### config.mk
export PLATFORM = sky130hd
export DESIGN_NAME = if_stage_flat
export DESIGN_NICKNAME = d
export VERILOG_FILES = /design/src/rtl/if_stage_pkg.sv /design/src/rtl/if_stage_if.sv /design/src/rtl/if_stage_pc_reg.sv /design/src/rtl/if_stage.sv /design/src/flat_wrapper.sv
export SDC_FILE = /design/constraint.sdc
export NUM_CORES = 1
export LEC_CHECK = 0
export BUFFER_PORTS_ARGS = -buffer_cell sky130_fd_sc_hd__buf_4
export CAP_MARGIN = 20
export CORE_MARGIN = 5
export CORE_UTILIZATION = 45
export DETAILED_ROUTE_END_ITERATION = 12
export PLACE_DENSITY = 0.75
export SKIP_CTS_REPAIR_TIMING = 1
export SLEW_MARGIN = 40
export SYNTH_ARGS = -nofsm -noshare
export SYNTH_HDL_FRONTEND = slang
export SYNTH_SLANG_ARGS = --single-unit
export TNS_END_PERCENT = 10
### constraint.sdc
create_clock -name clk_i -period 5.25 [get_ports clk_i]
set_input_delay 1.05 -clock clk_i [delete_from_list [all_inputs] [get_ports clk_i]]
set_output_delay 1.05 -clock clk_i [all_outputs]
set_load 0.03 [all_outputs]
### src/rtl/if_stage_pkg.sv
`default_nettype none
// ============================================================================
// Module      : if_stage_pkg
// Description : Shared CPU package for the instruction-fetch stage. Holds the
//               reset PC and bubble instruction defaults, the fetch FSM state
//               encoding and the PC increment helper.
// Revision    : 1.0 - initial release
// ============================================================================
package if_stage_pkg;

    localparam logic [31:0] c_RESET_PC = 32'h0000_0000;
    localparam logic [31:0] c_NOP_INST = 32'h0000_0000;

    typedef enum logic [0:0] {
        S_IDLE = 1'b0,
        S_RUN  = 1'b1
    } if_state_e;

    // Modulo-2^32 increment; the carry out of bit 31 is intentionally dropped.
    function automatic logic [31:0] pc_inc4(input logic [31:0] pc);
        return pc + 32'd4;
    endfunction

endpackage : if_stage_pkg
`default_nettype wire

### src/rtl/if_stage_if.sv
`default_nettype none
// ============================================================================
// Module      : if_stage_if
// Description : Control, instruction-memory and IF/ID bundle of the fetch
//               stage.
//               slave  : the fetch stage side (control/inst in, PC/IF-ID out)
//               master : the pipeline/memory side driving control and inst.
// Revision    : 1.0 - initial release
// ============================================================================
interface if_stage_if;

    logic        start_i;
    logic        stall_i;
    logic        flush_i;
    logic        redirect_i;
    logic [31:0] redirect_pc_i;
    logic [31:0] inst_addr_o;
    logic [31:0] inst_i;
    logic [31:0] pc_plus4_o;
    logic [31:0] ifid_pc_plus4_o;
    logic [31:0] ifid_inst_o;
    logic        ifid_valid_o;
    logic        misalign_o;

    modport slave (
        input  start_i, stall_i, flush_i, redirect_i, redirect_pc_i, inst_i,
        output inst_addr_o, pc_plus4_o, ifid_pc_plus4_o, ifid_inst_o,
               ifid_valid_o, misalign_o
    );

    modport master (
        output start_i, stall_i, flush_i, redirect_i, redirect_pc_i, inst_i,
        input  inst_addr_o, pc_plus4_o, ifid_pc_plus4_o, ifid_inst_o,
               ifid_valid_o, misalign_o
    );

endinterface : if_stage_if
`default_nettype wire

### src/rtl/if_stage_pc_reg.sv
`default_nettype none
// ============================================================================
// Module      : pc_reg
// Description : Program counter register with load enable.
//   clk_i  in   clock, rising edge
//   rst_i  in   asynchronous active-low reset, loads RESET_PC
//   en_i   in   load enable
//   pc_d_i in   next PC value
//   pc_q_o out  current PC
// Revision    : 1.0 - initial release
// ============================================================================
module pc_reg
    import if_stage_pkg::*;
#(
    parameter logic [31:0] RESET_PC = c_RESET_PC
) (
    input  wire logic        clk_i,
    input  wire logic        rst_i,
    input  wire logic        en_i,
    input  wire logic [31:0] pc_d_i,
    output logic      [31:0] pc_q_o
);

    logic [31:0] pc_q;

    always_ff @(posedge clk_i or negedge rst_i) begin
        if (!rst_i) begin
            pc_q <= RESET_PC;
        end else if (en_i) begin
            pc_q <= pc_d_i;
        end
    end

    assign pc_q_o = pc_q;

endmodule : pc_reg
`default_nettype wire

### src/rtl/if_stage.sv
`default_nettype none
// ============================================================================
// Module      : if_stage
// Description : Instruction fetch stage: PC register, IDLE/RUN fetch FSM and
//               the IF/ID pipeline register.
//   clk_i  in   clock, rising edge
//   rst_i  in   asynchronous active-low reset
//   bus    slave modport of if_stage_if:
//            start_i, stall_i, flush_i, redirect_i, redirect_pc_i, inst_i in
//            inst_addr_o, pc_plus4_o, ifid_pc_plus4_o, ifid_inst_o,
//            ifid_valid_o, misalign_o out
// Revision    : 1.0 - initial release
// ============================================================================
module if_stage
    import if_stage_pkg::*;
#(
    parameter logic [31:0] RESET_PC = c_RESET_PC,
    parameter logic [31:0] NOP_INST = c_NOP_INST
) (
    input  wire logic clk_i,
    input  wire logic rst_i,
    if_stage_if.slave bus
);

    if_state_e   state_q, state_d;
    logic [31:0] ifid_pc_plus4_q, ifid_pc_plus4_d;
    logic [31:0] ifid_inst_q, ifid_inst_d;
    logic        ifid_valid_q, ifid_valid_d;
    logic        misalign_q, misalign_d;

    logic [31:0] w_pc;
    logic [31:0] w_pc_plus4;
    logic [31:0] w_pc_d;
    logic        w_pc_en;
    logic        w_run;

    // Fetch only happens while in RUN with start_i still high; dropping
    // start_i freezes the PC on the same edge that returns the FSM to IDLE.
    assign w_run      = (state_q == S_RUN) && bus.start_i;
    assign w_pc_plus4 = pc_inc4(w_pc);

    // Redirect beats stall: a taken branch must not be lost to a hazard hold.
    assign w_pc_en = w_run && (bus.redirect_i || !bus.stall_i);
    assign w_pc_d  = bus.redirect_i ? bus.redirect_pc_i : w_pc_plus4;

    pc_reg #(
        .RESET_PC (RESET_PC)
    ) u_pc_reg (
        .clk_i  (clk_i),
        .rst_i  (rst_i),
        .en_i   (w_pc_en),
        .pc_d_i (w_pc_d),
        .pc_q_o (w_pc)
    );

    always_comb begin
        state_d         = state_q;
        ifid_pc_plus4_d = ifid_pc_plus4_q;
        ifid_inst_d     = ifid_inst_q;
        ifid_valid_d    = ifid_valid_q;
        // Sticky: only reset clears it. Misaligned targets still load as-is.
        misalign_d      = misalign_q |
                          (w_run && bus.redirect_i && (bus.redirect_pc_i[1:0] != 2'b00));

        case (state_q)
            S_IDLE: begin
                if (bus.start_i) begin
                    state_d = S_RUN;
                end
                ifid_pc_plus4_d = 32'h0000_0000;
                ifid_inst_d     = NOP_INST;
                ifid_valid_d    = 1'b0;
            end
            S_RUN: begin
                if (!bus.start_i) begin
                    state_d         = S_IDLE;
                    ifid_pc_plus4_d = 32'h0000_0000;
                    ifid_inst_d     = NOP_INST;
                    ifid_valid_d    = 1'b0;
                end else if (bus.flush_i) begin
                    // Flush wins over stall: a squashed slot must not linger.
                    ifid_pc_plus4_d = 32'h0000_0000;
                    ifid_inst_d     = NOP_INST;
                    ifid_valid_d    = 1'b0;
                end else if (!bus.stall_i) begin
                    ifid_pc_plus4_d = w_pc_plus4;
                    ifid_inst_d     = bus.inst_i;
                    ifid_valid_d    = 1'b1;
                end
            end
            default: begin
                state_d = S_IDLE;
            end
        endcase
    end

    always_ff @(posedge clk_i or negedge rst_i) begin
        if (!rst_i) begin
            state_q         <= S_IDLE;
            ifid_pc_plus4_q <= 32'h0000_0000;
            ifid_inst_q     <= NOP_INST;
            ifid_valid_q    <= 1'b0;
            misalign_q      <= 1'b0;
        end else begin
            state_q         <= state_d;
            ifid_pc_plus4_q <= ifid_pc_plus4_d;
            ifid_inst_q     <= ifid_inst_d;
            ifid_valid_q    <= ifid_valid_d;
            misalign_q      <= misalign_d;
        end
    end

    assign bus.inst_addr_o     = w_pc;
    assign bus.pc_plus4_o      = w_pc_plus4;
    assign bus.ifid_pc_plus4_o = ifid_pc_plus4_q;
    assign bus.ifid_inst_o     = ifid_inst_q;
    assign bus.ifid_valid_o    = ifid_valid_q;
    assign bus.misalign_o      = misalign_q;

endmodule : if_stage
`default_nettype wire
### src/flat_wrapper.sv
// flat-port wrapper written by rule: the top's interface ports become plain ports
module if_stage_flat import if_stage_pkg::*;
#(
    parameter logic [31:0] RESET_PC = c_RESET_PC,
    parameter logic [31:0] NOP_INST = c_NOP_INST
)
  (clk_i, rst_i, bus_start_i, bus_stall_i, bus_flush_i, bus_redirect_i, bus_redirect_pc_i, bus_inst_i, bus_inst_addr_o, bus_pc_plus4_o, bus_ifid_pc_plus4_o, bus_ifid_inst_o, bus_ifid_valid_o, bus_misalign_o);
  if_stage_if bus_i ();
  input  wire logic clk_i;
  input  wire logic rst_i;
  input wire logic [$bits(bus_i.start_i)-1:0] bus_start_i;
  input wire logic [$bits(bus_i.stall_i)-1:0] bus_stall_i;
  input wire logic [$bits(bus_i.flush_i)-1:0] bus_flush_i;
  input wire logic [$bits(bus_i.redirect_i)-1:0] bus_redirect_i;
  input wire logic [$bits(bus_i.redirect_pc_i)-1:0] bus_redirect_pc_i;
  input wire logic [$bits(bus_i.inst_i)-1:0] bus_inst_i;
  output wire logic [$bits(bus_i.inst_addr_o)-1:0] bus_inst_addr_o;
  output wire logic [$bits(bus_i.pc_plus4_o)-1:0] bus_pc_plus4_o;
  output wire logic [$bits(bus_i.ifid_pc_plus4_o)-1:0] bus_ifid_pc_plus4_o;
  output wire logic [$bits(bus_i.ifid_inst_o)-1:0] bus_ifid_inst_o;
  output wire logic [$bits(bus_i.ifid_valid_o)-1:0] bus_ifid_valid_o;
  output wire logic [$bits(bus_i.misalign_o)-1:0] bus_misalign_o;
  assign bus_i.start_i = bus_start_i;
  assign bus_i.stall_i = bus_stall_i;
  assign bus_i.flush_i = bus_flush_i;
  assign bus_i.redirect_i = bus_redirect_i;
  assign bus_i.redirect_pc_i = bus_redirect_pc_i;
  assign bus_i.inst_i = bus_inst_i;
  assign bus_inst_addr_o = bus_i.inst_addr_o;
  assign bus_pc_plus4_o = bus_i.pc_plus4_o;
  assign bus_ifid_pc_plus4_o = bus_i.ifid_pc_plus4_o;
  assign bus_ifid_inst_o = bus_i.ifid_inst_o;
  assign bus_ifid_valid_o = bus_i.ifid_valid_o;
  assign bus_misalign_o = bus_i.misalign_o;
  if_stage #(.RESET_PC(RESET_PC), .NOP_INST(NOP_INST)) u_core (.clk_i(clk_i), .rst_i(rst_i), .bus(bus_i));
endmodule
### Yosys cells after proc, flatten, opt, wreduce, memory -nomap -nowiden

Cells that the tools add are included.

| operators by class | value |
|---|---|
| $lt $le $gt $ge | 0 |
| multipliers | 0 |
| muxes and demuxes | 14 |
| add/subtract/negate cells | 1 |
| reductions and logical operators | 7 |
| shifts and indexed selects | 0 |
| div/mod/pow operators | 0 |
| eq/ne operators | 1 |
| bitwise gates (word level) | 2 |

Operators by type and width:

| kind | number |
|---|---|
| $mux W32 | 7 |
| $pmux W32 S2 | 2 |
| $add A32 B3 Y32 const B | 1 |
| $logic_and A1 B1 Y1 | 4 |
| $mux W1 | 4 |
| $ne A4 B4 Y1 const B | 1 |
| $pmux W1 S2 | 1 |
| $reduce_bool A2 Y1 | 1 |
| $logic_not A1 Y1 | 1 |
| $logic_or A1 B1 Y1 | 1 |
| $not A1 Y1 | 1 |
| $or A1 B1 Y1 | 1 |

| storage, ports and cells | value |
|---|---|
| ROM bits | 0 |
| memories | 0 |
| flip-flop bits (word level) | 99 |
| memory bits (writable) | 0 |
| output and inout port bits | 130 |
| latch bits | 0 |
| bits of input ports | 70 |

### Logic depth before layout (Yosys ltp)

Gate-level depths: netlist of run 1.

| depth | value |
|---|---|
| word-level depth | 5 |
| mapped depth | 6 |
| gate-level depth less buffers | 6 |

### Cells and area by module

Synthesis of run 1 repeated with hierarchy kept, for this count alone.

| second synthesis, totals | value |
|---|---|
| cells, all modules | 434 |
| area total of the unflattened synthesis | 5,122.4 µm² |

By module, submodules not included:

| module | area an instance (µm²) | cells an instance | instances |
|---|---|---|---|
| if_stage | 3,777.4 | 366 | 1 |
| pc_reg | 1,345.0 | 68 | 1 |

### Least setup slack after synthesis of run 1

OpenSTA, ideal clock, no wires.

| timing | value |
|---|---|
| path type | register to output |
| from | reg u_core.u_pc_reg.pc_q[2], in the netlist u_core.u_pc_reg.pc_q_o[2] |
| to | out bus_pc_plus4_o[28] |
| cell stages (with the launch flop) | 6 |
| path slack | 1.980 ns |
| data arrival time | 2.220 ns |
| required time | 4.200 ns |
| path buffers | 0 |
| path through | dfrtp_1 -> ha_1 -> nand3_2 -> nor4_4 -> nand4_1 -> xnor2_1 |

| between the ends | value |
|---|---|
| longest elaborated chain between the ends | 1 |

RTL lines:

| element | line | source |
|---|---|---|
| start: declaration | if_stage_pc_reg.sv:24 | `logic [31:0] pc_q;` |
| start signal: assignment | if_stage_pc_reg.sv:30 | `pc_q <= pc_d_i;` |
| $add A32 B3 Y32 | if_stage_pkg.sv:21 | `return pc + 32'd4;` |
| end: declaration | flat_wrapper.sv:18 | `output wire logic [$bits(bus_i.pc_plus4_o)-1:0] bus_pc_plus4_o;` |

No other way between the ends.

### Worst setup path in the final report of run 1

| timing | value |
|---|---|
| from | reg u_core.u_pc_reg.pc_q[2], in the netlist u_core.u_pc_reg.pc_q_o[2] |
| to | out bus_pc_plus4_o[22] |

The elaborated chain is that of the path after synthesis.

==> flow_metrics.env, run 1 <==
export IMPL_io_pins=200
export IMPL_avgSynthCellArea_um2=9.74
export IMPL_synth_flop_cell="dfrtp_1"
export IMPL_ir_worst_vdd_v=0.000167
export IMPL_rows=38
export IMPL_path_cells="ha_1, nand3_2, nor4_4, nand3_1, xnor2_1, buf_4"
export IMPL_gp_congestion=0.861
export IMPL_core_region_area_mm2=0.0109
export IMPL_cts_tree="built"
export IMPL_endpoint="bus_pc_plus4_o[22]"
export IMPL_synth_cell_types=48
export IMPL_hpwlAfterDp_um=11400
export IMPL_yosysTopAreaCellShare_pct=49.2
export IMPL_path_buf_inv=1
export IMPL_rsz0062_at_grt="no"
export IMPL_power_mw=2.06
export IMPL_dr_pass1_iters=5
export IMPL_yosys_area_top_type="dfrtp_1"
export IMPL_layout_drive_gt1_share_pct=35.8
export IMPL_tightest_slew_ps=774
export IMPL_clock_latency_ps=380
export IMPL_cts_made_buffers=9
export IMPL_drt_iter0_markers=341
export IMPL_synth_edf_count=0
export IMPL_seq_area_frac_synth_pct=49.2
export IMPL_dieArea_mm2=0.0134
export IMPL_setup_viol=0
export IMPL_initial_core_util_pct=46.3
export IMPL_slowest_stage="dfrtp_1"
export IMPL_multi_input_area_mm2=0.00237
export IMPL_rrSetupSlack_ps=2870
export IMPL_vias_per_cell=5.53
export IMPL_drtAntennaViolNets=0
export IMPL_num_fill_cells=952
export IMPL_hold_viol=0
export IMPL_syn2layout_area_growth_pct=35.1
export IMPL_clkSinkCount=99
export IMPL_numPortBuffers=199
export IMPL_outcome="finished, final reports clean"
export IMPL_finalSetupTns_ps=0
export IMPL_die_h_um=116
export IMPL_cp_depth=6
export IMPL_relSlewSlack_pct=48.4
export IMPL_min_period_ps=3690
export IMPL_reg2reg_from="u_core.u_pc_reg.pc_q_o[2]$_DFFE_PN0P_"
export IMPL_reg2reg_to="u_core.u_pc_reg.pc_q_o[30]$_DFFE_PN0P_"
export IMPL_grt_pass1_wl_um=23700
export IMPL_routed_wirelength_um=15600
export IMPL_cp_arrival_ps=2640
export IMPL_cp_end_kind="primary output"
export IMPL_synthArstFlopShare_pct=100
export IMPL_grt_max_degree=67
export IMPL_drc=0
export IMPL_vias=4630
export IMPL_critPathKind="reg -> out"
export IMPL_syn_num_nets=588
export IMPL_max_stage_delay_ps=510
export IMPL_htree_levels=3
export IMPL_power_density_mw_per_mm2=302
export IMPL_reg2reg_depth=6
export IMPL_wl_per_cell_um=18.6
export IMPL_netlist_top_cells_count="99 x dfrtp_1, 67 x nor2_1, 37 x mux2i_1"
export IMPL_p_leak_nw=3.38
export IMPL_timing_fmax_ghz=0.271
export IMPL_cts_path_max_buffers=2
export IMPL_antenna_found_initial=0
export IMPL_slew_viol_final=0
export IMPL_drv_cap=0
export IMPL_overflow=0
export IMPL_critPathLaunchType="flip-flop"
export IMPL_seq_area_mm2=0.00248
export IMPL_hold_path_class="reg -> reg"
export IMPL_post_route_period_util_pct=70.3
export IMPL_netlist_instances=517
export IMPL_worst_path_dominant_cell_family="simple AND/OR/NAND/NOR gates"
export IMPL_ys_warn_count=0
export IMPL_holdWs_ps=500
export IMPL_grt_usage_pct=22.7
export IMPL_crit_required_ps=4200
export IMPL_clk_pin_slew_ps=100
export IMPL_clock_root_buffer="clkbuf_8"
export IMPL_finClkSkew_ps=11.3
export IMPL_n_antenna_cell=0
export IMPL_crit_fanout=8
export IMPL_final_nets=765
export IMPL_fp_dieW_um=116
export IMPL_syn_area_mm2=0.00504
export IMPL_ys_seq_elements=99
export IMPL_yosysMostFrequentCell="dfrtp_1"
export IMPL_crit_start="u_core.u_pc_reg.pc_q_o[2]$_DFFE_PN0P_"
export IMPL_synth_area_leaders="dfrtp_1 49%, mux2i_1 7.4%, nor2_1 5.0%"
export IMPL_first_global_vias=4595
## power breakdown
part	switching (mW)	total [mW]	leakage, nW	internal, mW
registers	0.0816	0.894	1.27	0.813
logic	0.405	0.647	2.01	0.242
clock network	0.291	0.514	0.0938	0.224
## placed cells by master, fill, tap and decap left out, drive strengths merged, types with 2 or more instances in the layout
cell type / instances
a21oi: 19
a221o: 3
a22oi: 5
a311o: 4
a31oi: 6
and2: 2
and3: 21
and4: 5
buf: 204
clkbuf: 9
clkinv: 3
clkinvlp: 2
dfrtp: 99
inv: 11
mux2: 2
mux2i: 37
nand2: 36
nand2b: 2
nand3: 26
nand4: 13
nor2: 68
nor2b: 2
nor3: 9
nor4: 8
o211a: 2
o21a: 2
o21ai: 36
o21ba: 15
o311ai: 4
or2: 2
or4: 5
xnor2: 17
xor2: 10
## per-stage QoR
step                cells  util (%)  cell area, um^2  worst slack [ps]
detailed placement    822      60.5             6590              1630
global placement      822      60.5             6590              1650
finish                838      62.5             6810              1560
floorplan             517         -             5040              1980
global route          838      62.5             6810              1430
CTS                   837      62.3             6790              1570
## sequential cells by signal, indices dropped and copies added, names as in the netlist
name	count
u_core.bus.ifid_inst_o	32
u_core.bus.ifid_pc_plus4_o	32
u_core.bus.ifid_valid_o	1
u_core.bus.misalign_o	1
u_core.state_q	1
u_core.u_pc_reg.pc_q_o	32
## layout make-up
class / instances / area share (%)
clock buffers: 9 / 1.82
clock inverters: 6 / 1.08
inverters: 11 / 0.607
multi-input cells: 369 / 34.8
flip-flops and latches: 99 / 36.4
well taps: 140 / 2.57
repair buffers: 204 / 22.7
## cell families (layout without fill, tap and decap cells)
family,count (synthesis),in the layout,share of synthesized area [%]
buf+inv,49,230,3.87
mux,39,39,7.80
simple gates,201,201,20.7
flops,99,99,49.2
fa+ha+maj,1,1,0.248
xor+xnor,27,27,4.69
compound gates,101,101,13.5
## worst min path at each step
| stage | start | to | slack (ps) | cells after the start |
|---|---|---|---|---|
| floorplan | u_core.state_q$_DFF_PN0_ | u_core.bus.misalign_o$_DFF_PN0_ | 590 | 2 |
| global placement | u_core.bus.misalign_o$_DFF_PN0_ | u_core.bus.misalign_o$_DFF_PN0_ | 470 | 1 |
| detailed placement | u_core.bus.misalign_o$_DFF_PN0_ | u_core.bus.misalign_o$_DFF_PN0_ | 490 | 1 |
| CTS | u_core.bus.misalign_o$_DFF_PN0_ | u_core.bus.misalign_o$_DFF_PN0_ | 510 | 1 |
| global route | rst_i | u_core.u_pc_reg.pc_q_o[26]$_DFFE_PN0P_ | 520 | 1 |
| finish | u_core.bus.misalign_o$_DFF_PN0_ | u_core.bus.misalign_o$_DFF_PN0_ | 500 | 1 |
## layer usage
| layer | up-vias | routed length, um | track usage, % |
|---|---|---|---|
| met5 | - | 0 | 0 |
| met4 | 0 | 491 | 9.51 |
| met3 | 32 | 1010 | 3.45 |
| met2 | 162 | 7740 | 37.2 |
| met1 | 2261 | 6350 | 30.1 |
| li1 | 2175 | - | - |
(Power assumes the default switching activity.)
==> inputs of run 2 (changes only) <==
Settings changed: ABC_AREA set to 1, CORE_UTILIZATION 45 to 44, PLACE_DENSITY 0.75 to 0.77.
Clock period 5.25 ns to 3.15 ns, I/O delays scaled along.
==> run 2 against run 1 <==
  * Sequential cell count is the same
  * Clock skew is 5.5 ps lower
  * Global-route usage is 1.2 points higher
  * Utilization increased by 0.54 points
  * Synthesized cell count is 19% higher
  * Largest cell class unchanged
  * Via count grew 6.2%
  * Sequential power increased by 70%
  * Highest routed layer unchanged
  * Non-clock buffer count is 1 higher
  * Sequential share of layout area decreased by 0.47 points
  * Register-to-register slack got worse by 1500 ps
  * Total power grew 93%
  * Worst setup slack got worse by 990 ps
==> flow_metrics.env, run 2 <==
export IMPL_outcome="finished, final reports clean"
export IMPL_synth_flop_cell="dfrtp_1"
export IMPL_final_nets=877
export IMPL_ys_warn_count=0
export IMPL_rsz0062_at_grt="no"
export IMPL_synth_xor_area_share_pct=0.884
export IMPL_setup_viol=0
export IMPL_avgSynthCellArea_um2=8.04
export IMPL_synthMuxAreaShare_pct=0
export IMPL_p_seq_share_pct=38.3
export IMPL_crit_fanout=6
export IMPL_dr_pass1_iters=5
export IMPL_die_h_um=116
export IMPL_p_int_mw=2.44
export IMPL_tightest_slew_ps=732
export IMPL_power_switching_mw=1.52
export IMPL_ir_worst_vdd_v=0.000304
export IMPL_grt_pass1_wl_um=24900
export IMPL_critPathKind="reg -> out"
export IMPL_cp_end_kind="primary output"
export IMPL_netlist_instances=616
export IMPL_grt_usage_pct=23.8
export IMPL_hold_viol=0
export IMPL_p_leak_nw=3.71
export IMPL_drt_iter0_markers=319
export IMPL_power_share_clock_pct=29.2
export IMPL_numPortBuffers=199
export IMPL_clkSinkCount=99
export IMPL_synth_cell_types=30
export IMPL_cp_arrival_ps=1950
export IMPL_fp_dieW_um=116
export IMPL_rows=38
export IMPL_layout_drive_gt1_share_pct=32.2
export IMPL_power_density_mw_per_mm2=574
export IMPL_first_global_vias=4853
export IMPL_hpwlAfterDp_um=12100
export IMPL_syn2layout_area_growth_pct=39.1
export IMPL_final_util_pct=63.0
export IMPL_synthAdderAreaFrac_pct=0.253
export IMPL_cts_path_max_buffers=2
export IMPL_yosys_area_top_type="dfrtp_1"
export IMPL_clk_pin_slew_ps=70
export IMPL_finClkSkew_ps=5.83
export IMPL_synth_compound_area_share_pct=12.0
export IMPL_rrSetupSlack_ps=1390
export IMPL_io_pins=200
export IMPL_initial_core_util_pct=45.3
export IMPL_yosys_area_share_simple_pct=31.1
export IMPL_relSlewSlack_pct=51.1
export IMPL_synthArstFlopShare_pct=100
export IMPL_core_region_area_mm2=0.0109
export IMPL_drc=0
export IMPL_post_route_period_util_pct=81.8
export IMPL_swShare_pct=38.4
export IMPL_clock_root_buffer="clkbuf_16"
export IMPL_yosysMostFrequentCell="nand2_1"
export IMPL_ys_seq_elements=99
export IMPL_critPathLaunchType="flip-flop"
export IMPL_synth_edf_count=0
export IMPL_timing_fmax_ghz=0.388
export IMPL_vias=4917
export IMPL_dieArea_mm2=0.0135
export IMPL_drtAntennaViolNets=0
export IMPL_crit_required_ps=2520
export IMPL_syn_area_mm2=0.00495
export IMPL_drv_cap=0
export IMPL_synth_area_leaders="dfrtp_1 50%, nand2_1 16%, a22o_1 6.4%"
export IMPL_wl_per_cell_um=16.8
export IMPL_hold_path_class="in -> async"
export IMPL_gp_congestion=0.954
export IMPL_netlist_top_cells_count="214 x nand2_1, 99 x dfrtp_1, 79 x nor2_1"
export IMPL_seq_area_frac_synth_pct=50.0
export IMPL_yosysTopAreaCellShare_pct=50.0
export IMPL_synth_top_family_by_area="simple AND/OR/NAND/NOR gates"
export IMPL_comb_power_share_pct=32.5
export IMPL_finalSetupTns_ps=0
export IMPL_cts_made_buffers=9
export IMPL_antenna_found_initial=0
export IMPL_final_cell_mix="214 x nand2_1, 202 x buf_4, 99 x dfrtp_1, 79 x nor2_1, 41 x inv_1"
export IMPL_htree_levels=3
export IMPL_min_period_ps=2580
export IMPL_grt_max_degree=61
export IMPL_overflow=0
export IMPL_clock_latency_ps=350
export IMPL_slew_viol_final=0
export IMPL_mostFrequentLayoutCell="nand2_1"
export IMPL_cts_tree="built"
export IMPL_routed_wirelength_um=16000
export IMPL_syn_num_nets=687
export IMPL_vias_per_cell=5.17
export IMPL_n_antenna_cell=0
-- run 2: cell count changes in the layout (fill, tap and decap cells not counted), sizes merged, moves of 8 or more --
cell,previous run,this run
a22o,0,36
and3,21,0
inv,11,47
mux2i,37,0
nand2,36,227
nand4,13,0
nor2,68,93
nor3,9,0
nor4,8,0
o21ai,36,27
o21ba,15,0
xnor2,17,2
-- run 2: cells by family after synthesis --
kind of cell               count (synthesis)
AOI/OAI and AO/OA                         86
xor gates and xnor gates                   5
adders and majority gates                  1
buffers and inverters                     70
DFF                                       99
and+or+nand+nor                          355
-- run 2: through the flow --
step	std cells	hold slack [ps]	area (um^2)	worst slack, ps	total power [mW]
final	951	264	6890	572	3.96
after CTS	951	386	6890	568	3.98
after floorplan	616	334	4950	779	2.27
after global routing	951	312	6890	431	4.14
after global placement	935	460	6580	986	2.80
after detailed placement	935	460	6580	965	2.83
-- run 2: final cells by class --
type | count | area, um^2
timing repair buffer | 205 | 1570
clock buffer | 9 | 225
fill | 980 | 4040
clock inverter | 7 | 83.8
sequential | 99 | 2480
inverter | 44 | 165
multi-input combinational | 447 | 2200
tap | 140 | 175
-- run 2: layer usage --
| layer | global-route usage [%] | vias to the layer above | part of all wire, % |
|---|---|---|---|
| li1 | - | 2348 | - |
| met2 | 40.2 | 192 | 48 |
| met1 | 30.1 | 2341 | 41 |
| met3 | 4.30 | 36 | 7.9 |
| met4 | 10.6 | 0 | 3.3 |
| met5 | 0 | - | 0 |
-- run 2: worst max-delay path, cell delays in order (launching register included) --
cell and delay, ps:
dfrtp_1 430, ha_1 210, nand2_2 100, nor2_4 160
nand2_4 130, nor2_4 120, nand2_1 80, and2_4 170
inv_1 50, buf_4 150
-- run 2: path summary, 6_finish.rpt --
path                                                            from                                   endpoint  cells after the start
hold reg to reg            u_core.bus.ifid_pc_plus4_o[4]$_DFFE_PN0P_  u_core.bus.ifid_pc_plus4_o[4]$_DFFE_PN0P_                      2
setup reg to reg                            u_core.state_q$_DFF_PN0_      u_core.bus.ifid_inst_o[2]$_DFFE_PN0P_                      6
hold / removal                                                 rst_i     u_core.u_pc_reg.pc_q_o[13]$_DFFE_PN0P_                      1
setup / recovery               u_core.u_pc_reg.pc_q_o[2]$_DFFE_PN0P_                         bus_pc_plus4_o[14]                      9
min in group clk_i                                       bus_start_i                   u_core.state_q$_DFF_PN0_                      1
max in group asynchronous                                      rst_i     u_core.bus.ifid_inst_o[16]$_DFFE_PN0P_                      2
-- run 2: power groups by stage --
stage | clock network [mW] | logic, mW | registers (mW)
floorplan | 0 | 0.573 | 1.70
global placement | 0 | 1.27 | 1.53
detailed placement | 0 | 1.29 | 1.54
CTS | 1.17 | 1.30 | 1.51
global route | 1.22 | 1.38 | 1.54
finish | 1.15 | 1.29 | 1.52
==> inputs of run 3 (changes only) <==
Clock period 3.15 ns to 2.2 ns, I/O delays scaled along.
==> run 3 against run 2 <==
  * The run now ends with setup timing left
  * Final cell count is 1.2% higher
  * Sequential cell count is the same
  * Clock power up 30%
  * Clock skew grew 3.2 ps
  * Critical path type unchanged
  * Critical endpoint unchanged
  * Largest cell class unchanged
  * Largest power group unchanged
==> flow_metrics.env, run 3 (synthesis gave the netlist of run 2 again) <==
export IMPL_grt_usage_pct=23.6
export IMPL_multi_input_area_mm2=0.00230
export IMPL_seq_area_mm2=0.00250
export IMPL_crit_fanout=6
export IMPL_violations="setup timing"
export IMPL_cp_arrival_ps=1890
export IMPL_rrSetupSlack_ps=520
export IMPL_hpwlAfterDp_um=12400
export IMPL_cts_tree="built"
export IMPL_clock_latency_ps=340
export IMPL_cts_made_buffers=9
export IMPL_rows=38
export IMPL_drtAntennaViolNets=0
export IMPL_setup_viol=19
export IMPL_relSlewSlack_pct=66.6
export IMPL_dieArea_mm2=0.0135
export IMPL_layout_drive_gt1_share_pct=38.6
export IMPL_num_fill_cells=946
export IMPL_min_period_ps=2330
export IMPL_rsz0062_at_grt="yes"
export IMPL_syn2layout_area_growth_pct=43.5
export IMPL_power_density_mw_per_mm2=797
export IMPL_grt_pass1_wl_um=24900
export IMPL_first_global_vias=4799
export IMPL_vias_per_cell=5.11
export IMPL_post_route_period_util_pct=106
export IMPL_vias=4916
export IMPL_timing_fmax_ghz=0.429
export IMPL_fp_dieW_um=116
export IMPL_die_h_um=116
export IMPL_final_nets=889
export IMPL_core_region_area_mm2=0.0109
export IMPL_critPathKind="reg -> out"
export IMPL_hold_viol=0
export IMPL_hold_path_class="in -> async"
export IMPL_antenna_found_initial=0
export IMPL_place_inst=942
export IMPL_clkSinkCount=99
export IMPL_initial_core_util_pct=45.3
export IMPL_p_leak_nw=3.76
export IMPL_htree_levels=3
export IMPL_grt_max_degree=37
export IMPL_crit_required_ps=1760
export IMPL_clock_root_buffer="clkbuf_16"
export IMPL_overflow=0
export IMPL_dpl_cell_area_mm2=0.00663
export IMPL_finalSetupTns_ps=-1190
export IMPL_cp_end_kind="primary output"
export IMPL_cts_path_max_buffers=2
export IMPL_drc=0
export IMPL_slew_viol_final=0
export IMPL_final_cell_mix="205 x buf_4, 196 x nand2_1, 82 x dfrtp_1, 74 x nor2_1, 40 x inv_1"
export IMPL_outcome="finished, violations left"
export IMPL_tightest_slew_ps=501
export IMPL_numPortBuffers=199
export IMPL_ir_worst_vdd_v=0.000444
export IMPL_layoutNonFillerInstCount=962
export IMPL_dr_pass1_iters=5
export IMPL_finClkSkew_ps=8.99
export IMPL_wl_per_cell_um=16.7
export IMPL_postLayoutCellArea_mm2=0.00711
export IMPL_mostFrequentLayoutCell="buf_4"
export IMPL_io_pins=200
export IMPL_n_antenna_cell=0
export IMPL_worst_slack_ps=-129
export IMPL_routed_wirelength_um=16100
export IMPL_drt_iter0_markers=362
export IMPL_clk_pin_slew_ps=70
export IMPL_gp_congestion=0.918
export IMPL_drv_cap=0
export IMPL_reg2reg_depth=9
export IMPL_critPathLaunchType="flip-flop"
[run 3: per-layer routing]
layer	vias to the layer above	global-route usage (%)	share of wire [%]
li1	2370	-	-
met1	2337	31.2	41
met2	186	39.1	49
met3	23	3.83	7.9
met4	0	9.28	2.5
met5	-	0	0
[run 3: report_power, final]
group	internal [mW]	switching, mW
combinational	0.722	1.25
sequential	1.97	0.225
clock	0.777	0.712
[run 3: stage by stage]
step / power (mW) / utilization [%] / hold slack, ps / setup WS, ps
2_1_floorplan: 3.25 / - / 144 / 19.2
3_3_place_gp: 4.04 / 60.7 / 433 / 232
3_5_place_dp: 4.08 / 60.7 / 435 / 173
4_1_cts: 5.58 / 63.2 / 68.1 / -214
5_1_grt: 5.92 / 65.0 / 98.6 / -237
6_report: 5.66 / 65.0 / 60.3 / -129
[run 3: worst max-delay path, cell delays in order, from the launching register on]
cell and delay, ps:
dfrtp_1 430, ha_4 180, nand2_4 60, nor2_4 180
nand2_4 130, nor2_4 150, nand2_2 70, and2_4 170
inv_2 50, buf_6 120
[run 3: layout make-up]
cell class	count	share of cell area [%]
sequential	99	35.1
clock inverter	6	0.704
inverter	44	2.32
multi-input combinational	447	32.4
timing repair buffer	217	23.8
tap	140	2.46
clock buffer	9	3.17
[run 3: worst paths after layout]
check | to | from
max in group asynchronous | u_core.u_pc_reg.pc_q_o[22]$_DFFE_PN0P_ | rst_i
worst max-delay path | bus_pc_plus4_o[14] | u_core.u_pc_reg.pc_q_o[3]$_DFFE_PN0P_
worst min-delay path | u_core.bus.ifid_inst_o[0]$_DFFE_PN0P_ | rst_i
worst min register to register | u_core.bus.ifid_pc_plus4_o[18]$_DFFE_PN0P_ | u_core.bus.ifid_pc_plus4_o[18]$_DFFE_PN0P_
min in group clk_i | u_core.state_q$_DFF_PN0_ | bus_start_i
worst max register to register | u_core.bus.ifid_pc_plus4_o[14]$_DFFE_PN0P_ | u_core.u_pc_reg.pc_q_o[3]$_DFFE_PN0P_
